### src/rtl/i2c_pkg.sv
// Shared I2C definitions: protocol state encoding, R/W and ACK bit values,
// and the 7-bit address compare used by target and controller.
package i2c_pkg;

    typedef enum logic [2:0] {
        IDLE     = 3'd0,
        ADDR     = 3'd1,
        ADDR_ACK = 3'd2,
        WRITE    = 3'd3,
        WR_ACK   = 3'd4,
        READ     = 3'd5,
        RD_ACK   = 3'd6,
        IGNORE   = 3'd7
    } i2c_state_e;

    localparam logic I2C_RW_WRITE = 1'b0;
    localparam logic I2C_RW_READ  = 1'b1;
    localparam logic I2C_ACK      = 1'b0;
    localparam logic I2C_NACK     = 1'b1;

    // General call (8'h00) never matches a legal target address, so no special case.
    function automatic logic i2c_addr_match(input logic [7:0] addr_byte, input logic [6:0] target);
        return (addr_byte[7:1] == target);
    endfunction

endpackage

### src/rtl/i2c_bus_sync.sv
// Synchronizes the asynchronous SCL/SDA pads and derives SCL edges and
// START/STOP conditions one flop after the synchronizer.
module i2c_bus_sync #(
    parameter int SYNC_STAGES = 2
) (
    input  logic clk,
    input  logic reset,
    input  logic scl_in,
    input  logic sda_in,
    output logic scl_rise,
    output logic scl_fall,
    output logic start_det,
    output logic stop_det,
    output logic sda_s
);

    logic [SYNC_STAGES-1:0] r_scl_sync;
    logic [SYNC_STAGES-1:0] r_sda_sync;
    logic                   r_scl_prev;
    logic                   r_sda_prev;
    logic                   w_scl;
    logic                   w_sda;

    // Synchronizer chains plus edge-detect history; reset to the idle (high) bus level.
    always_ff @(posedge clk or posedge reset) begin
        if (reset) begin
            r_scl_sync <= '1;
            r_sda_sync <= '1;
            r_scl_prev <= 1'b1;
            r_sda_prev <= 1'b1;
        end else begin
            r_scl_sync <= {r_scl_sync[SYNC_STAGES-2:0], scl_in};
            r_sda_sync <= {r_sda_sync[SYNC_STAGES-2:0], sda_in};
            r_scl_prev <= w_scl;
            r_sda_prev <= w_sda;
        end
    end

    assign w_scl     = r_scl_sync[SYNC_STAGES-1];
    assign w_sda     = r_sda_sync[SYNC_STAGES-1];
    assign sda_s     = w_sda;
    assign scl_rise  = w_scl & ~r_scl_prev;
    assign scl_fall  = ~w_scl & r_scl_prev;
    assign start_det = w_scl & r_scl_prev & r_sda_prev & ~w_sda;
    assign stop_det  = w_scl & r_scl_prev & ~r_sda_prev & w_sda;

endmodule

### src/rtl/i2c_target.sv
// I2C target endpoint: 7-bit address match, byte-wide write/read exchange with
// local logic, no clock stretching. All outputs are registered.
module i2c_target
    import i2c_pkg::*;
#(
    parameter logic [6:0] TARGET_ADDR = 7'h42,
    parameter int         SYNC_STAGES = 2
) (
    input  logic       clk,
    input  logic       reset,
    input  logic       scl_in,
    input  logic       sda_in,
    output logic       sda_oe,
    output logic [7:0] rx_data,
    output logic       rx_valid,
    output logic       tx_req,
    input  logic [7:0] tx_data,
    output logic       addr_hit,
    output logic       rw,
    output logic       busy
);

    logic       w_scl_rise;
    logic       w_scl_fall;
    logic       w_start;
    logic       w_stop;
    logic       w_sda;
    logic [7:0] w_shift_in;

    i2c_state_e r_state;
    logic [7:0] r_shift;
    logic [3:0] r_bitcnt;
    logic       r_ack_phase;
    logic       r_tx_cap;
    logic       r_sda_oe;
    logic [7:0] r_rx_data;
    logic       r_rx_valid;
    logic       r_tx_req;
    logic       r_addr_hit;
    logic       r_rw;
    logic       r_busy;

    i2c_bus_sync #(.SYNC_STAGES(SYNC_STAGES)) u_sync (
        .clk       (clk),
        .reset     (reset),
        .scl_in    (scl_in),
        .sda_in    (sda_in),
        .scl_rise  (w_scl_rise),
        .scl_fall  (w_scl_fall),
        .start_det (w_start),
        .stop_det  (w_stop),
        .sda_s     (w_sda)
    );

    assign w_shift_in = {r_shift[6:0], w_sda};

    // Protocol FSM; START/STOP take priority over every state and any SCL edge.
    always_ff @(posedge clk or posedge reset) begin
        if (reset) begin
            r_state     <= IDLE;
            r_shift     <= 8'h00;
            r_bitcnt    <= 4'd0;
            r_ack_phase <= 1'b0;
            r_tx_cap    <= 1'b0;
            r_sda_oe    <= 1'b0;
            r_rx_data   <= 8'h00;
            r_rx_valid  <= 1'b0;
            r_tx_req    <= 1'b0;
            r_addr_hit  <= 1'b0;
            r_rw        <= 1'b0;
            r_busy      <= 1'b0;
        end else begin
            r_rx_valid <= 1'b0;
            r_tx_req   <= 1'b0;
            r_addr_hit <= 1'b0;
            if (r_tx_cap) begin
                r_shift  <= tx_data;
                r_tx_cap <= 1'b0;
            end
            if (w_stop) begin
                r_state  <= IDLE;
                r_busy   <= 1'b0;
                r_sda_oe <= 1'b0;
            end else if (w_start) begin
                r_state  <= ADDR;
                r_bitcnt <= 4'd7;
                r_busy   <= 1'b1;
                r_sda_oe <= 1'b0;
            end else begin
                case (r_state)
                    IDLE: r_sda_oe <= 1'b0;
                    ADDR: begin
                        if (w_scl_rise) begin
                            r_shift  <= w_shift_in;
                            r_bitcnt <= r_bitcnt - 4'd1;
                            if (r_bitcnt == 4'd0) begin
                                if (i2c_addr_match(w_shift_in, TARGET_ADDR)) begin
                                    r_addr_hit  <= 1'b1;
                                    r_rw        <= w_sda;
                                    r_ack_phase <= 1'b0;
                                    r_state     <= ADDR_ACK;
                                end else begin
                                    r_state <= IGNORE;
                                end
                            end
                        end
                    end
                    ADDR_ACK: begin
                        if (w_scl_fall) begin
                            if (!r_ack_phase) begin
                                r_sda_oe    <= 1'b1;
                                r_ack_phase <= 1'b1;
                            end else if (r_rw == I2C_RW_READ) begin
                                // ACK release and first read bit share this fall
                                r_sda_oe <= ~r_shift[7];
                                r_shift  <= {r_shift[6:0], 1'b0};
                                r_bitcnt <= 4'd7;
                                r_state  <= READ;
                            end else begin
                                r_sda_oe <= 1'b0;
                                r_bitcnt <= 4'd7;
                                r_state  <= WRITE;
                            end
                        end else if (w_scl_rise && r_ack_phase && (r_rw == I2C_RW_READ)) begin
                            r_tx_req <= 1'b1;
                            r_tx_cap <= 1'b1;
                        end
                    end
                    WRITE: begin
                        if (w_scl_rise) begin
                            r_shift  <= w_shift_in;
                            r_bitcnt <= r_bitcnt - 4'd1;
                            if (r_bitcnt == 4'd0) begin
                                r_rx_data   <= w_shift_in;
                                r_rx_valid  <= 1'b1;
                                r_ack_phase <= 1'b0;
                                r_state     <= WR_ACK;
                            end
                        end
                    end
                    WR_ACK: begin
                        if (w_scl_fall) begin
                            if (!r_ack_phase) begin
                                r_sda_oe    <= 1'b1;
                                r_ack_phase <= 1'b1;
                            end else begin
                                r_sda_oe <= 1'b0;
                                r_bitcnt <= 4'd7;
                                r_state  <= WRITE;
                            end
                        end
                    end
                    READ: begin
                        if (w_scl_fall) begin
                            if (r_bitcnt == 4'd0) begin
                                r_sda_oe <= 1'b0;
                                r_state  <= RD_ACK;
                            end else begin
                                r_sda_oe <= ~r_shift[7];
                                r_shift  <= {r_shift[6:0], 1'b0};
                                r_bitcnt <= r_bitcnt - 4'd1;
                            end
                        end
                    end
                    RD_ACK: begin
                        if (w_scl_rise) begin
                            if (w_sda == I2C_ACK) begin
                                r_tx_req <= 1'b1;
                                r_tx_cap <= 1'b1;
                                r_bitcnt <= 4'd8;
                                r_state  <= READ;
                            end else begin
                                r_state <= IGNORE;
                            end
                        end
                    end
                    IGNORE: r_sda_oe <= 1'b0;
                    default: begin
                        r_state  <= IDLE;
                        r_sda_oe <= 1'b0;
                    end
                endcase
            end
        end
    end

    assign sda_oe   = r_sda_oe;
    assign rx_data  = r_rx_data;
    assign rx_valid = r_rx_valid;
    assign tx_req   = r_tx_req;
    assign addr_hit = r_addr_hit;
    assign rw       = r_rw;
    assign busy     = r_busy;

endmodule
### config.mk
export PLATFORM = sky130hd
export DESIGN_NAME = i2c_target
export DESIGN_NICKNAME = d
export VERILOG_FILES = /design/src/rtl/i2c_pkg.sv /design/src/rtl/i2c_bus_sync.sv /design/src/rtl/i2c_target.sv
export SDC_FILE = /design/constraint.sdc
export NUM_CORES = 1
export LEC_CHECK = 0
export CORE_MARGIN = 1
export CORE_UTILIZATION = 49
export CTS_CLUSTER_DIAMETER = 200
export DETAILED_ROUTE_END_ITERATION = 8
export PLACE_DENSITY = 0.75
export SYNTH_ARGS = -nofsm -noshare
export SYNTH_HDL_FRONTEND = slang
export SYNTH_HIERARCHICAL = 1
export SYNTH_SLANG_ARGS = --single-unit
### constraint.sdc
create_clock -name clk -period 2.3 [get_ports clk]
set_clock_uncertainty 0.05 [all_clocks]
set_input_delay 0.46 -clock clk [delete_from_list [all_inputs] [get_ports clk]]
set_output_delay 0.46 -clock clk [all_outputs]
set_load 0.05 [all_outputs]
# Yosys cells after proc, flatten, opt, wreduce, memory -nomap -nowiden
# Index checks and enable logic that the tools add are counted.
# op_classes
n_addsub	1
n_reduce_logical	18
mux	73
n_bitwise	14
n_eq_ne	32
# op_table
op	n
$mux W8	9
$mux W3	15
$mux W1	34
$mux W4	8
$ne A4 B2 Y1 const B	8
$pmux W8 S3	1
$pmux W3 S6	1
$reduce_and A9 Y1	2
$pmux W4 S4	1
$eq A3 B3 Y1 const B	4
$ne A3 B1 Y1 const B	4
$ne A4 B1 Y1 const B	3
$reduce_and A12 Y1	1
$ne A2 B2 Y1 const B	5
$ne A3 B2 Y1 const B	3
$reduce_bool A8 Y1	1
$and A1 B1 Y1	7
$eq A7 B7 Y1 const B	1
$not A1 Y1	7
$eq A3 B2 Y1 const B	2
$reduce_and A6 Y1	1
$reduce_bool A6 Y1	1
$reduce_or A2 Y1	3
$reduce_and A5 Y1	1
other kinds (14)	15
# totals
output_inout_bits	14
elab_cells	153
register_bits	36

# Longest topological paths before layout
# Gate-level depths: netlist (run 1).
# logic_depth
word_depth	9
ltp_mapped	8

# By module
# The synthesis (run 1) kept the hierarchy.
# modules_own_cells
mod	seq_area_each_um2	cells_each	n_inst	area_each_um2
i2c_target	750.7	164	1	1704.1
i2c_bus_sync	157.7	11	1	193.9

# Worst setup path after synthesis (run 1)
# OpenSTA, ideal clock, no wires.
# synth_timing
path_type	reg-to-reg
startpoint	reg u_sync.r_sda_sync[1]
endpoint	reg r_rw (netlist: rw)
path_stages_with_launch	9
path_slack_ns	0.115
required_ns	2.125
arrival_ns	2.010
path_cell_list	dfstp_2 -> and4b_1 -> buf_2 -> or2_1 -> buf_6 -> nor3_4 -> nand2_1 -> nor2_2 -> mux2_2
# synth_via
elab_chain_cells	4
elab_cells_between_ends	6
cone_classes	bitwise (5); reduce/logical (1)
# synth_lines
element	line	rtl
start, declared	i2c_bus_sync.sv:18	logic [SYNC_STAGES-1:0] r_sda_sync;
start signal, assigned	i2c_bus_sync.sv:33	r_sda_sync <= {r_sda_sync[SYNC_STAGES-2:0], sda_in};
$not A1 Y1	i2c_bus_sync.sv:44	assign start_det = w_scl & r_scl_prev & r_sda_prev & ~w_sda;
$and A1 B1 Y1	i2c_bus_sync.sv:44	
net w_start	i2c_target.sv:25	logic w_start;
$not A1 Y1 (no source line)	n/a	
$reduce_and A6 Y1 (no source line)	n/a	
end signal, assigned	i2c_target.sv:99	r_rw <= w_sda;
end, declared	i2c_target.sv:40	logic r_rw;
# The timed path passes the listed nets, and every way through them passes these cells.
# A chain may end at the register's enable or synchronous reset.

# Worst setup path after layout (run 1)
# layout_timing
startpoint	reg r_bitcnt[0]
endpoint	reg r_shift[3]
# layout_via
elab_chain_cells	6
# layout_lines
element	line	rtl
start, declared	i2c_target.sv:32	logic [3:0] r_bitcnt;
start signal, assigned	i2c_target.sv:95	r_bitcnt <= r_bitcnt - 4'd1;
start signal, assigned	i2c_target.sv:132	r_bitcnt <= r_bitcnt - 4'd1;
start signal, assigned	i2c_target.sv:161	r_bitcnt <= r_bitcnt - 4'd1;
$logic_not A4 Y1	i2c_target.sv:155	if (r_bitcnt == 4'd0) begin
$mux W8	i2c_target.sv:155	
$mux W8	i2c_target.sv:154	if (w_scl_fall) begin
$pmux W8 S3	i2c_target.sv:90	case (r_state)
$mux W8	i2c_target.sv:84	end else if (w_start) begin
$mux W8	i2c_target.sv:80	if (w_stop) begin
end signal, assigned	i2c_target.sv:77	r_shift <= tx_data;
end signal, assigned	i2c_target.sv:94	r_shift <= w_shift_in;
end signal, assigned	i2c_target.sv:160	r_shift <= {r_shift[6:0], 1'b0};
end, declared	i2c_target.sv:31	logic [7:0] r_shift;
# Every way passes these cells.

==> results_dict.tcl, run 1 <==
set metrics [dict create \
    status "finished, final reports clean" \
    dp_cells 251 \
    die_h_um 64.2 \
    synth_top_cell_by_area "dfrtp_1" \
    syn_area_um2 1900 \
    antenna_found_initial 0 \
    netlist.area_leader.share 0.396 \
    core_area_um2 3690 \
    drtIter0Drc 88 \
    rsz0062_at_grt "no" \
    clk_latency_ns 0.28 \
    peakVddDrop_uv 662 \
    port_buffers 25 \
    avgRoutedWirePerCell_um 15.6 \
    rows 22 \
    fmax_mhz 465 \
    grt_max_degree 20 \
    synthFlopType "dfrtp_1" \
    yosysMostFrequentCell "dfrtp_1" \
    clockBufferDepth 2 \
    start_util 0.515 \
    routabilityCongestion 0.923 \
    synthTopCellsByArea "dfrtp_1 40%, mux2_2 14%, dfstp_2 8.3%" \
    cpMostUsedCell "buf_4" \
    report.final.slew_viol_count 0 \
    die_x_um 64.2 \
    io_pins 26 \
    setup_tns_ns 0 \
    grt.overflow.total 0 \
    netlist_instances 175 \
    first_global_vias 1503 \
    antenna_left 0 \
    maxCapViolations 0 \
    async_reset_ff_frac 1.00 \
    vias 1499 \
    cp_slowest_cell "dfrtp_1" \
    diodes 0 \
    finalHoldViolations 0 \
    wl_um 4050 \
    final_cells 260 \
    p_sw_mw 0.990 \
    worstMarginPinSlew_ns 0.603 \
    synth_nets 188 \
    synth_area_per_cell_um2 10.8 \
    required_ns 2.42 \
    cp-end-kind "register" \
    drcViolationCount 0 \
    synth.distinct_cells 48 \
    relSlewSlack 0.598 \
    path_class "register to register" \
    start_kind "register" \
    area_delta_synth_final_pct 24.7 \
    clkSinkCount 36 \
    yosys_register_bits 36 \
    dp_hpwl_um 2960 \
    p_comb_frac 0.449 \
    power_density_nw_per_um2 1070 \
    clk_pin_slew_worst_paths_ns 0.07 \
    synth_commonest_cells "30 x dfrtp_1, 23 x mux2_2, 10 x nor2_1" \
    period_needed_ns 2.15 \
    grt_use_total 0.226 \
    yosysSeqAreaShare 0.479 \
    p_leak_nw 1.03 \
    cts_tree "built" \
    seq_power_share 0.371 \
    p_sw_frac 0.390 \
    worstPathArrival_ns 2.27 \
    hold_class "register to register" \
    cp_slowest_stage_delay_ns 0.37 \
    crit_family "buffers and inverters" \
    path_max_fanout 8 \
    dr.pass1.iters 4 \
    crit_chain "inv_1, ha_1, nor3b_1, buf_4, nor2_1, o21ai_1, a221oi_4, buf_4, mux2_2" \
    yosys_warnings 6 \
    grt_pass1_wl_um 7080 \
    final_nets 224 \
    critical_path_buf_inv_count 3 \
    cts-hold-fix-buffers 0 \
    via_per_inst 5.77 \
    clockRootBuffer "clkbuf_8" \
    power_frac_clock 0.181 \
    htree_levels 2 \
    fp.dieArea_um2 4130 \
    setup_violations 0 \
    drive_above_1_share 0.274 \
    synth_edf_count 0 \
    fin_crit_sh 0.936 \
    utilization 0.641 \
    cts_made_buffers 5 \
    internal_power_mw 1.55 \
]
==> cells in the final DEF, fill, tap and decap left out, drive strengths merged, types with 2 or more instances in the layout <==
| cell type | count |
|---|---|
| a21oi | 8 |
| inv | 9 |
| nor3 | 7 |
| dfstp | 6 |
| a311oi | 2 |
| o21ai | 9 |
| a32oi | 2 |
| a211oi | 6 |
| and3 | 2 |
| dfrtp | 30 |
| or2 | 5 |
| clkbuf | 7 |
| nand2 | 9 |
| mux2 | 23 |
| nor2b | 4 |
| buf | 13 |
| o311a | 2 |
| nand2b | 6 |
| clkdlybuf4s50 | 25 |
| a221oi | 2 |
| and4b | 2 |
| nor2 | 11 |
| nor3b | 3 |
==> layout make-up <==
cell class              count  area, um2
fillers                   314       1320
multi-input cells         121        910
flip-flops and latches     36        908
repair buffers             38        360
clock buffers               7       86.3
well taps                  48       60.1
inverters                   9       33.8
clock inverters             1       7.51
==> state kept, by name (all words and copies together) (netlist names), 2 cells and up <==
signal / count
r_bitcnt: 4
r_shift: 8
r_state: 3
rx_data: 8
u_sync/r_scl_sync: 2
u_sync/r_sda_sync: 2
==> cells by family after synthesis <==
group,after synthesis,synth area share
multiplexers,24,0.142
adder cells (fa/ha/maj),1,0.00659
AO/OA/AOI/OAI,38,0.147
XOR/XNOR,1,0.00462
AND/OR/NAND/NOR,57,0.178
buffers and inverters,18,0.0435
flip-flops,36,0.479
==> what timing repair did <==
action                                  CTS  global route
buffers inserted                          0             1
endpoints found under the setup margin    0             8
gates resized for setup                   0             1
==> layer usage <==
metal,GRT usage,vias to the layer above,part of all wire
met1,0.288,725,0.44
met5,0,-,0
met3,0.0607,4,0.054
met4,0.0500,0,0.0089
li1,-,709,-
met2,0.382,61,0.50
==> power groups by stage <==
stage	clock network (mW)	logic [mW]	registers [mW]
finish	0.459	1.14	0.941
global route	0.505	1.25	0.967
CTS	0.475	1.13	0.938
detailed placement	0	1.12	0.948
global placement	0	1.09	0.935
floorplan	0	0.753	1.02
==> final timing paths <==
check | slack (ns) | depth (start not counted) | from | endpoint
max in group asynchronous | 1.18 | 3 | reset | rx_valid
max reg2reg | 0.15 | 9 | r_bitcnt[0] | r_shift[3]
min | 0.31 | 0 | u_sync/r_sda_sync[0] | u_sync/r_sda_sync[1]
max | 0.15 | 9 | r_bitcnt[0] | r_shift[3]
min reg2reg | 0.31 | 0 | u_sync/r_sda_sync[0] | u_sync/r_sda_sync[1]
min in group asynchronous | 0.51 | 2 | reset | r_bitcnt[0]
==> stage by stage <==
stage                     power [mW]  setup slack (ns)  hold WS, ns  instance area (um2)
after floorplan                 1.77             0.115        0.295                 1900
after global placement          2.02             0.143        0.296                 2260
after detailed placement        2.07            0.0911        0.299                 2260
after CTS                       2.54            0.0722        0.309                 2360
after global routing            2.72            0.0351        0.315                 2370
final                           2.54             0.148        0.308                 2370
(Power assumes the default switching activity.)
==> inputs of run 2 (changes only) <==
--- a/config.mk
+++ b/config.mk
@@ -8,6 +8,7 @@
 export CORE_MARGIN = 1
 export CORE_UTILIZATION = 49
 export CTS_CLUSTER_DIAMETER = 200
+export CTS_CLUSTER_SIZE = 25
 export DETAILED_ROUTE_END_ITERATION = 8
 export PLACE_DENSITY = 0.75
 export SYNTH_ARGS = -nofsm -noshare
==> results of run 2 <==
The final DEF is identical to that of run 1; final timing and power are the same.
